===== src/rtl/soc_irq_gen_if.sv =====
// Request/finish bundle between the peripheral event side, the interrupt
// controller and the soc_irq_gen requester.
interface soc_irq_gen_if #(
  parameter int NUM_SRC = 32
);
  logic [NUM_SRC-1:0] ev_i;
  logic [NUM_SRC-1:0] ev_en_i;
  logic [NUM_SRC-1:0] int_fin_i;
  logic [NUM_SRC-1:0] ovf_clr_i;
  logic [NUM_SRC-1:0] int_req_o;
  logic [NUM_SRC-1:0] pend_o;
  logic [NUM_SRC-1:0] ovf_o;

  modport master (
    output ev_i, ev_en_i, int_fin_i, ovf_clr_i,
    input  int_req_o, pend_o, ovf_o
  );

  modport slave (
    input  ev_i, ev_en_i, int_fin_i, ovf_clr_i,
    output int_req_o, pend_o, ovf_o
  );
endinterface


===== src/rtl/soc_irq_gen.sv =====
// Interrupt requester: synchronises peripheral events, counts them per source
// and holds a level request until the controller returns a finish pulse.
module soc_irq_gen #(
  parameter int NUM_SRC = 32,
  parameter int CNT_W   = 4,
  parameter int SYNC    = 2
) (
  input  logic         clk,
  input  logic         rstn,
  soc_irq_gen_if.slave bus
);

  typedef enum logic [1:0] {
    ST_IDLE = 2'd0,
    ST_REQ  = 2'd1,
    ST_GAP  = 2'd2
  } state_e;

  localparam logic [CNT_W-1:0] CNT_ZERO = {CNT_W{1'b0}};
  localparam logic [CNT_W-1:0] CNT_MAX  = {CNT_W{1'b1}};
  localparam logic [CNT_W-1:0] CNT_ONE  = CNT_W'(1'b1);

  logic [NUM_SRC-1:0] ev_s;
  logic [NUM_SRC-1:0] ev_d_q;
  logic [NUM_SRC-1:0] edge_q;
  logic [NUM_SRC-1:0] ovf_q;
  logic [NUM_SRC-1:0] ovf_d;
  logic [NUM_SRC-1:0] pend_q;
  logic [NUM_SRC-1:0] req_q;
  logic [CNT_W-1:0]   cnt_q [NUM_SRC];
  logic [CNT_W-1:0]   cnt_d [NUM_SRC];
  state_e             state_q [NUM_SRC];

  generate
    if (SYNC == 0) begin : g_nosync
      assign ev_s = bus.ev_i;
    end else begin : g_sync
      logic [NUM_SRC-1:0] sync_q [SYNC];

      // Synchroniser chain bringing the raw event lines into the clk domain.
      always_ff @(posedge clk or negedge rstn) begin
        if (!rstn) begin
          for (int k = 0; k < SYNC; k++) begin
            sync_q[k] <= {NUM_SRC{1'b0}};
          end
        end else begin
          sync_q[0] <= bus.ev_i;
          for (int k = 1; k < SYNC; k++) begin
            sync_q[k] <= sync_q[k-1];
          end
        end
      end

      assign ev_s = sync_q[SYNC-1];
    end
  endgenerate

  // Rising-edge detector; the registered pulse gives SYNC+1 cycles of latency.
  always_ff @(posedge clk or negedge rstn) begin
    if (!rstn) begin
      ev_d_q <= {NUM_SRC{1'b0}};
      edge_q <= {NUM_SRC{1'b0}};
    end else begin
      ev_d_q <= ev_s;
      edge_q <= ev_s & ~ev_d_q & bus.ev_en_i;
    end
  end

  // Saturating pending counters and sticky overflow; set beats clear.
  always_comb begin
    ovf_d = ovf_q;
    for (int i = 0; i < NUM_SRC; i++) begin
      logic dec_v;
      logic inc_only_v;
      dec_v      = bus.int_fin_i[i] & (state_q[i] == ST_REQ);
      inc_only_v = edge_q[i] & ~dec_v;
      cnt_d[i]   = cnt_q[i];
      if (inc_only_v) begin
        if (cnt_q[i] != CNT_MAX) begin
          cnt_d[i] = cnt_q[i] + CNT_ONE;
        end else begin
          cnt_d[i] = cnt_q[i];
        end
      end else if (dec_v & ~edge_q[i]) begin
        cnt_d[i] = cnt_q[i] - CNT_ONE;
      end else begin
        cnt_d[i] = cnt_q[i];
      end
      ovf_d[i] = (inc_only_v & (cnt_q[i] == CNT_MAX)) | (ovf_q[i] & ~bus.ovf_clr_i[i]);
    end
  end

  // Per-source request FSM with registered request, pending and overflow outputs.
  always_ff @(posedge clk or negedge rstn) begin
    if (!rstn) begin
      for (int i = 0; i < NUM_SRC; i++) begin
        state_q[i] <= ST_IDLE;
        cnt_q[i]   <= CNT_ZERO;
      end
      req_q  <= {NUM_SRC{1'b0}};
      pend_q <= {NUM_SRC{1'b0}};
      ovf_q  <= {NUM_SRC{1'b0}};
    end else begin
      ovf_q <= ovf_d;
      for (int i = 0; i < NUM_SRC; i++) begin
        cnt_q[i]  <= cnt_d[i];
        pend_q[i] <= (cnt_d[i] != CNT_ZERO);
        case (state_q[i])
          ST_IDLE: begin
            if (cnt_d[i] != CNT_ZERO) begin
              state_q[i] <= ST_REQ;
              req_q[i]   <= 1'b1;
            end else begin
              state_q[i] <= ST_IDLE;
              req_q[i]   <= 1'b0;
            end
          end
          ST_REQ: begin
            if (bus.int_fin_i[i]) begin
              state_q[i] <= ST_GAP;
              req_q[i]   <= 1'b0;
            end else begin
              state_q[i] <= ST_REQ;
              req_q[i]   <= 1'b1;
            end
          end
          ST_GAP: begin
            // Looks at the settled count so the low cycle is always exactly one.
            if (cnt_q[i] != CNT_ZERO) begin
              state_q[i] <= ST_REQ;
              req_q[i]   <= 1'b1;
            end else begin
              state_q[i] <= ST_IDLE;
              req_q[i]   <= 1'b0;
            end
          end
          default: begin
            state_q[i] <= ST_IDLE;
            req_q[i]   <= 1'b0;
          end
        endcase
      end
    end
  end

  assign bus.int_req_o = req_q;
  assign bus.pend_o    = pend_q;
  assign bus.ovf_o     = ovf_q;

endmodule


===== src/flat_wrapper.sv =====
// flat-port wrapper written by rule: the top's interface ports become plain ports
module soc_irq_gen_flat 
#(
  parameter int NUM_SRC = 32,
  parameter int CNT_W   = 4,
  parameter int SYNC    = 2
)
  (clk, rstn, bus_ev_i, bus_ev_en_i, bus_int_fin_i, bus_ovf_clr_i, bus_int_req_o, bus_pend_o, bus_ovf_o);
  soc_irq_gen_if #(.NUM_SRC(NUM_SRC)) bus_i ();
  input  logic clk;
  input  logic rstn;
  input wire logic [$bits(bus_i.ev_i)-1:0] bus_ev_i;
  input wire logic [$bits(bus_i.ev_en_i)-1:0] bus_ev_en_i;
  input wire logic [$bits(bus_i.int_fin_i)-1:0] bus_int_fin_i;
  input wire logic [$bits(bus_i.ovf_clr_i)-1:0] bus_ovf_clr_i;
  output wire logic [$bits(bus_i.int_req_o)-1:0] bus_int_req_o;
  output wire logic [$bits(bus_i.pend_o)-1:0] bus_pend_o;
  output wire logic [$bits(bus_i.ovf_o)-1:0] bus_ovf_o;
  assign bus_i.ev_i = bus_ev_i;
  assign bus_i.ev_en_i = bus_ev_en_i;
  assign bus_i.int_fin_i = bus_int_fin_i;
  assign bus_i.ovf_clr_i = bus_ovf_clr_i;
  assign bus_int_req_o = bus_i.int_req_o;
  assign bus_pend_o = bus_i.pend_o;
  assign bus_ovf_o = bus_i.ovf_o;
  soc_irq_gen #(.NUM_SRC(NUM_SRC), .CNT_W(CNT_W), .SYNC(SYNC)) u_core (.clk(clk), .rstn(rstn), .bus(bus_i));
endmodule

===== config.mk =====
export PLATFORM = sky130hd
export DESIGN_NAME = soc_irq_gen_flat
export DESIGN_NICKNAME = d
export VERILOG_FILES = /design/src/rtl/soc_irq_gen_if.sv /design/src/rtl/soc_irq_gen.sv /design/src/flat_wrapper.sv
export SDC_FILE = /design/constraint.sdc
export NUM_CORES = 1
export LEC_CHECK = 0
export ABC_CLOCK_PERIOD_IN_PS = 3140
export BUFFER_PORTS_ARGS = -buffer_cell sky130_fd_sc_hd__buf_4
export CAP_MARGIN = 20
export CORE_MARGIN = 2
export CORE_UTILIZATION = 61
export DETAILED_ROUTE_END_ITERATION = 10
export GPL_ROUTABILITY_DRIVEN = 0
export GPL_TIMING_DRIVEN = 0
export HOLD_SLACK_MARGIN = 0.08
export PLACE_DENSITY = 0.81
export SLEW_MARGIN = 20
export SYNTH_ARGS = -nofsm -noshare
export SYNTH_HDL_FRONTEND = slang
export SYNTH_SLANG_ARGS = --single-unit

===== constraint.sdc =====
create_clock -name clk -period 3.14 [get_ports clk]
set_input_delay 0.785 -clock clk [delete_from_list [all_inputs] [get_ports clk]]
set_output_delay 0.785 -clock clk [all_outputs]
set_load 0.005 [all_outputs]

# Word level (Yosys, flattened, before mapping)
# Cells that the tools add are included.
# W data, S select, Z words.
[totals]
ramBits = 0
romBits = 0
ff_bits = 416
output_inout_bits = 96
input_bits = 130
n_memories = 0
latchBits = 0
[op_classes]
eq_ne = 128
shift = 0
multipliers = 0
reduce_logical = 96
bitwise_logic = 291
div_mod_pow = 0
order_cmp = 0
addsub = 64
mux = 352
[op_table]
columns = ["op", "count"]
rows = [
  ["$mux W4", 96],
  ["$reduce_bool A4 Y1", 64],
  ["$pmux W2 S3", 32],
  ["$and A1 B1 Y1", 160],
  ["$mux W1", 160],
  ["$add A4 B1 Y4 const B", 32],
  ["$eq A4 B4 Y1 const B", 32],
  ["$ne A4 B4 Y1 const B", 32],
  ["$sub A4 B1 Y4 const B", 32],
  ["$not A1 Y1", 96],
  ["$pmux W1 S3", 32],
  ["$and A32 B32 Y32", 2],
  ["$eq A2 B1 Y1 const B", 32],
  ["$eq A2 B2 Y1 const B", 32],
  ["$logic_not A2 Y1", 32],
  ["$mux W2", 32],
  ["$not A32 Y32", 1],
  ["$or A1 B1 Y1", 32],
]

# Logic depth before layout (Yosys ltp)
[depth]
ltp_word = 8
mapped_depth = 8
mapped_depth_nobuf = 8

# Worst setup path after synthesis
# Ideal clock, no wire load.
[synth_path]
path_type = "input to register"
from = "input port bus_int_fin_i[18]"
to = "register u_core.req_q[18] (netlist: u_core.bus.int_req_o[18])"
slack_ns = 0.821
setup_time_ns = 0.122
required_ns = 3.018
path_stages = 7
arrival_time_ns = 2.197
cell_sequence = "nand3b_2 inv_2 or3_1 a22o_1 or4_4 o21ai_2 o21ai_1"
[synth_lines]
columns = ["element", "line", "rtl"]
rows = [
  ["start, declared", "flat_wrapper.sv:14", "input wire logic [$bits(bus_i.int_fin_i)-1:0] bus_int_fin_i;"],
  ["end signal, assigned", "soc_irq_gen.sv:100", "req_q <= {NUM_SRC{1'b0}};"],
  ["end, declared", "soc_irq_gen.sv:29", "logic [NUM_SRC-1:0] req_q;"],
]

==> metrics.cfg <==
[finish]
layout_common_cells = 384 x dfrtp_1, 256 x buf_4, 217 x nand2_1, 152 x inv_1, 116 x o21ai_0
syn_to_final_growth_pct = 20.12
final_util_pct = 74.88
drive_gt1_share_pct = 16.72
fin_nets = 2349
mostFrequentLayoutCell = dfrtp_1
finalInstanceArea_mm2 = 0.02231

[worst_setup_path]
cp-end-kind = register
required_ns = 3.54
startpoint_type = register
r2r_cells = 8
worstReg2RegStart = u_core.cnt_q[124]
cp.arrival_ns = 2.68
worst-setup-path-type = register to register
crit_path_end = u_core.bus.int_req_o[0]
rr_endpoint = u_core.bus.int_req_o[0]
setup.worst_path.start = u_core.cnt_q[124]
r2r_setup_slack_ns = 0.87
worstPathMaxFanout = 10

[clocking]
ctsRootBufferMaster = clkbuf_16
cts_setup_buffers = 0
cts_buffers = 41
clock-sinks = 384
cts_buffer_depth = 3
clkTransAtPathRegs_ns = 0.06
htreeDepth = 2
cts_tree = built
clock_latency_ns = 0.52

[global_route]
grt_overflow = 0
grt_use_total_pct = 25.41
antenna_found_initial = 2
grt_pass1_wl_mm = 67.50
grt_max_degree = 102
grt_pass1_vias = 14760

[routing]
ant_nets = 0
first_iter_violations = 1081
wl_mm = 40.22
viasPerCell = 5.875
wl_per_cell_um = 15.62
dr.pass1.iters = 5
drcViolationCount = 0
vias = 15130

[timing]
hold_viol_final = 0
rsz0062_at_grt = no
drv_slew = 0
final-setup-viol-count = 0
skew_ns = 0.01316
worst-slew-pin-transition_ns = 0.7737
min_period_ns = 2.273
max_freq_mhz = 440.0
max_slew_margin_pct = 47.72
finalCritPeriodShare_pct = 72.38

[logic_synthesis]
synth_area_mm2 = 0.01857
yosysSeqAreaShare_pct = 51.74
async_flop_share_pct = 100.0
syn_nets = 2076
ys_ff_latch = 384
synthCells = 1880
synth_edf_count = 0
syn_avg_cell_area_um2 = 9.879
ys_types = 67
synth-main-ff-cell = dfrtp_1
synth_warnings = 0

[floorplan]
rows = 63
start_util_pct = 62.33
die_area_mm2 = 0.03186
core_area_mm2 = 0.02980
fp.dieW_um = 178.5
dieHeight_um = 178.5
pin_count = 226

[min_path]
hold_path_class = register to register

[placed_design]
dp_hpwl_mm = 28.15
dpl-instance-area_mm2 = 0.02087
port-buffer-count = 225

[pwr]
ir_drop_v = 0.0006505
powerDensity_mw_per_mm2 = 940.6
leakage_nw = 10.09

[run_status]
status = finished clean

[job]
maxCapViolCount = 0

[cells in the mapped netlist (4+ instances only)]
cell / instances / area share (%)
nand4b_1: 31 / 1.5
nor4bb_1: 11 / 0.59
xnor2_1: 46 / 2.2
a311oi_1: 15 / 0.71
a41o_1: 13 / 0.70
o22ai_1: 34 / 1.1
mux2i_1: 29 / 1.6
nand3b_1: 32 / 1.3
o21ai_0: 116 / 3.1
dfrtp_1: 384 / 52
nand2b_1: 23 / 0.77
nor2_1: 113 / 2.3
a211oi_1: 11 / 0.44
o41ai_1: 20 / 0.94
a21o_1: 10 / 0.40
or4_4: 4 / 0.24
or3_1: 25 / 0.84
o2bb2ai_1: 7 / 0.33
a31oi_1: 23 / 0.77
nor3b_1: 19 / 0.77
nand4_1: 23 / 0.77
nand2_1: 217 / 4.4
o211ai_1: 9 / 0.36
nand3_1: 83 / 2.2
and3_1: 18 / 0.61
ha_1: 66 / 4.4
a22oi_1: 7 / 0.28
buf_4: 32 / 1.3
inv_1: 152 / 3.1
or2_2: 8 / 0.27
a211o_1: 7 / 0.33
nor4_1: 26 / 0.88
a31o_2: 9 / 0.42
nor3_1: 22 / 0.59
o311ai_0: 21 / 0.99
and2_1: 14 / 0.47
mux2_2: 4 / 0.24
a21oi_1: 108 / 2.9
clkbuf_1: 34 / 0.69
o21ai_1: 6 / 0.16
o32a_1: 5 / 0.27
[critical path, stage by stage, from the launching register on]
cell	delay [ns]
dfrtp_1	0.34
clkbuf_1	0.34
inv_1	0.09
ha_1	0.23
nor3b_1	0.15
a311oi_1	0.28
a21oi_1	0.09
or3b_1	0.43
a21bo_2	0.21
[worst min path at each step]
stage	from	endpoint	slack (ns)	cells past startpoint
2_1_floorplan	u_core.g_sync.sync_q[32]	u_core.ev_s[0]	0.33	0
6_report	u_core.g_sync.sync_q[60]	u_core.ev_s[28]	0.35	0
3_3_place_gp	u_core.g_sync.sync_q[41]	u_core.ev_s[9]	0.33	0
5_1_grt	bus_ev_i[0]	u_core.g_sync.sync_q[32]	0.34	1
3_5_place_dp	u_core.g_sync.sync_q[43]	u_core.ev_s[11]	0.33	0
4_1_cts	bus_ev_i[0]	u_core.g_sync.sync_q[32]	0.34	1
[cells by family after synthesis]
logic type	Yosys count	share of synthesized area (%)
compound gates	443	15.35
fa+ha+maj	66	4.446
mux	34	1.866
simple gates	679	19.07
buf+inv	226	5.261
xor+xnor	48	2.264
flops	384	51.74
[sequential cells by signal (all words and copies together), names as in the netlist, 32 cells and up]
signal and count:
u_core.edge_q 32, u_core.cnt_q 128, u_core.ev_d_q 32, u_core.bus.ovf_o 32
u_core.bus.pend_o 32, u_core.state_q 33, u_core.g_sync.sync_q 32, u_core.ev_s 32
[layout make-up]
cell class / instances / area, µm²
sequential: 384 / 9609
multi-input combinational: 1270 / 7986
fill: 2044 / 7486
timing repair buffer: 230 / 1817
clock buffer: 63 / 1271
inverter: 158 / 593.1
tap: 390 / 488.0
buffer: 68 / 384.1
clock inverter: 10 / 156.4
antenna: 2 / 5.005
[per-stage QoR]
stage / worst slack (ns) / instances / hold slack [ns] / setup TNS (ns) / power [mW]
after CTS: 0.8566 / 2573 / 0.3426 / 0 / 21.00
after floorplan: 0.8207 / 1880 / 0.3312 / 0 / 13.38
after global routing: 0.6126 / 2575 / 0.3394 / 0 / 22.52
after global placement: -2.323 / 2495 / 0.3314 / -875.82 / 15.30
final: 0.8672 / 2575 / 0.3473 / 0 / 20.99
after detailed placement: 0.5233 / 2499 / 0.3347 / 0 / 15.84
[metal layers]
| layer | part of all wire, % | up-vias | GRT usage [%] |
|---|---|---|---|
| met5 | 0 | - | 0 |
| met2 | 51 | 441 | 44.68 |
| met3 | 5.5 | 79 | 4.241 |
| met1 | 42 | 7317 | 32.23 |
| li1 | - | 7290 | - |
| met4 | 2.3 | 0 | 7.724 |
[power breakdown]
group          switching (mW)  leakage, nW  internal, mW  total, mW
Combinational            4.10         4.81          3.66       7.76
Sequential               1.81         4.57          6.39       8.20
Clock                    1.91        0.702          3.11       5.03
Total                    7.83         10.1          13.2       21.0
[timing repair]
| item | CTS | global route |
|---|---|---|
| hold endpoints to repair | 9 | 0 |
| setup endpoints to repair | 0 | 0 |
| hold buffers | 1 | 0 |
| gates resized for setup | 0 | 0 |
No activity file was read; power rests on OpenSTA's default activity.
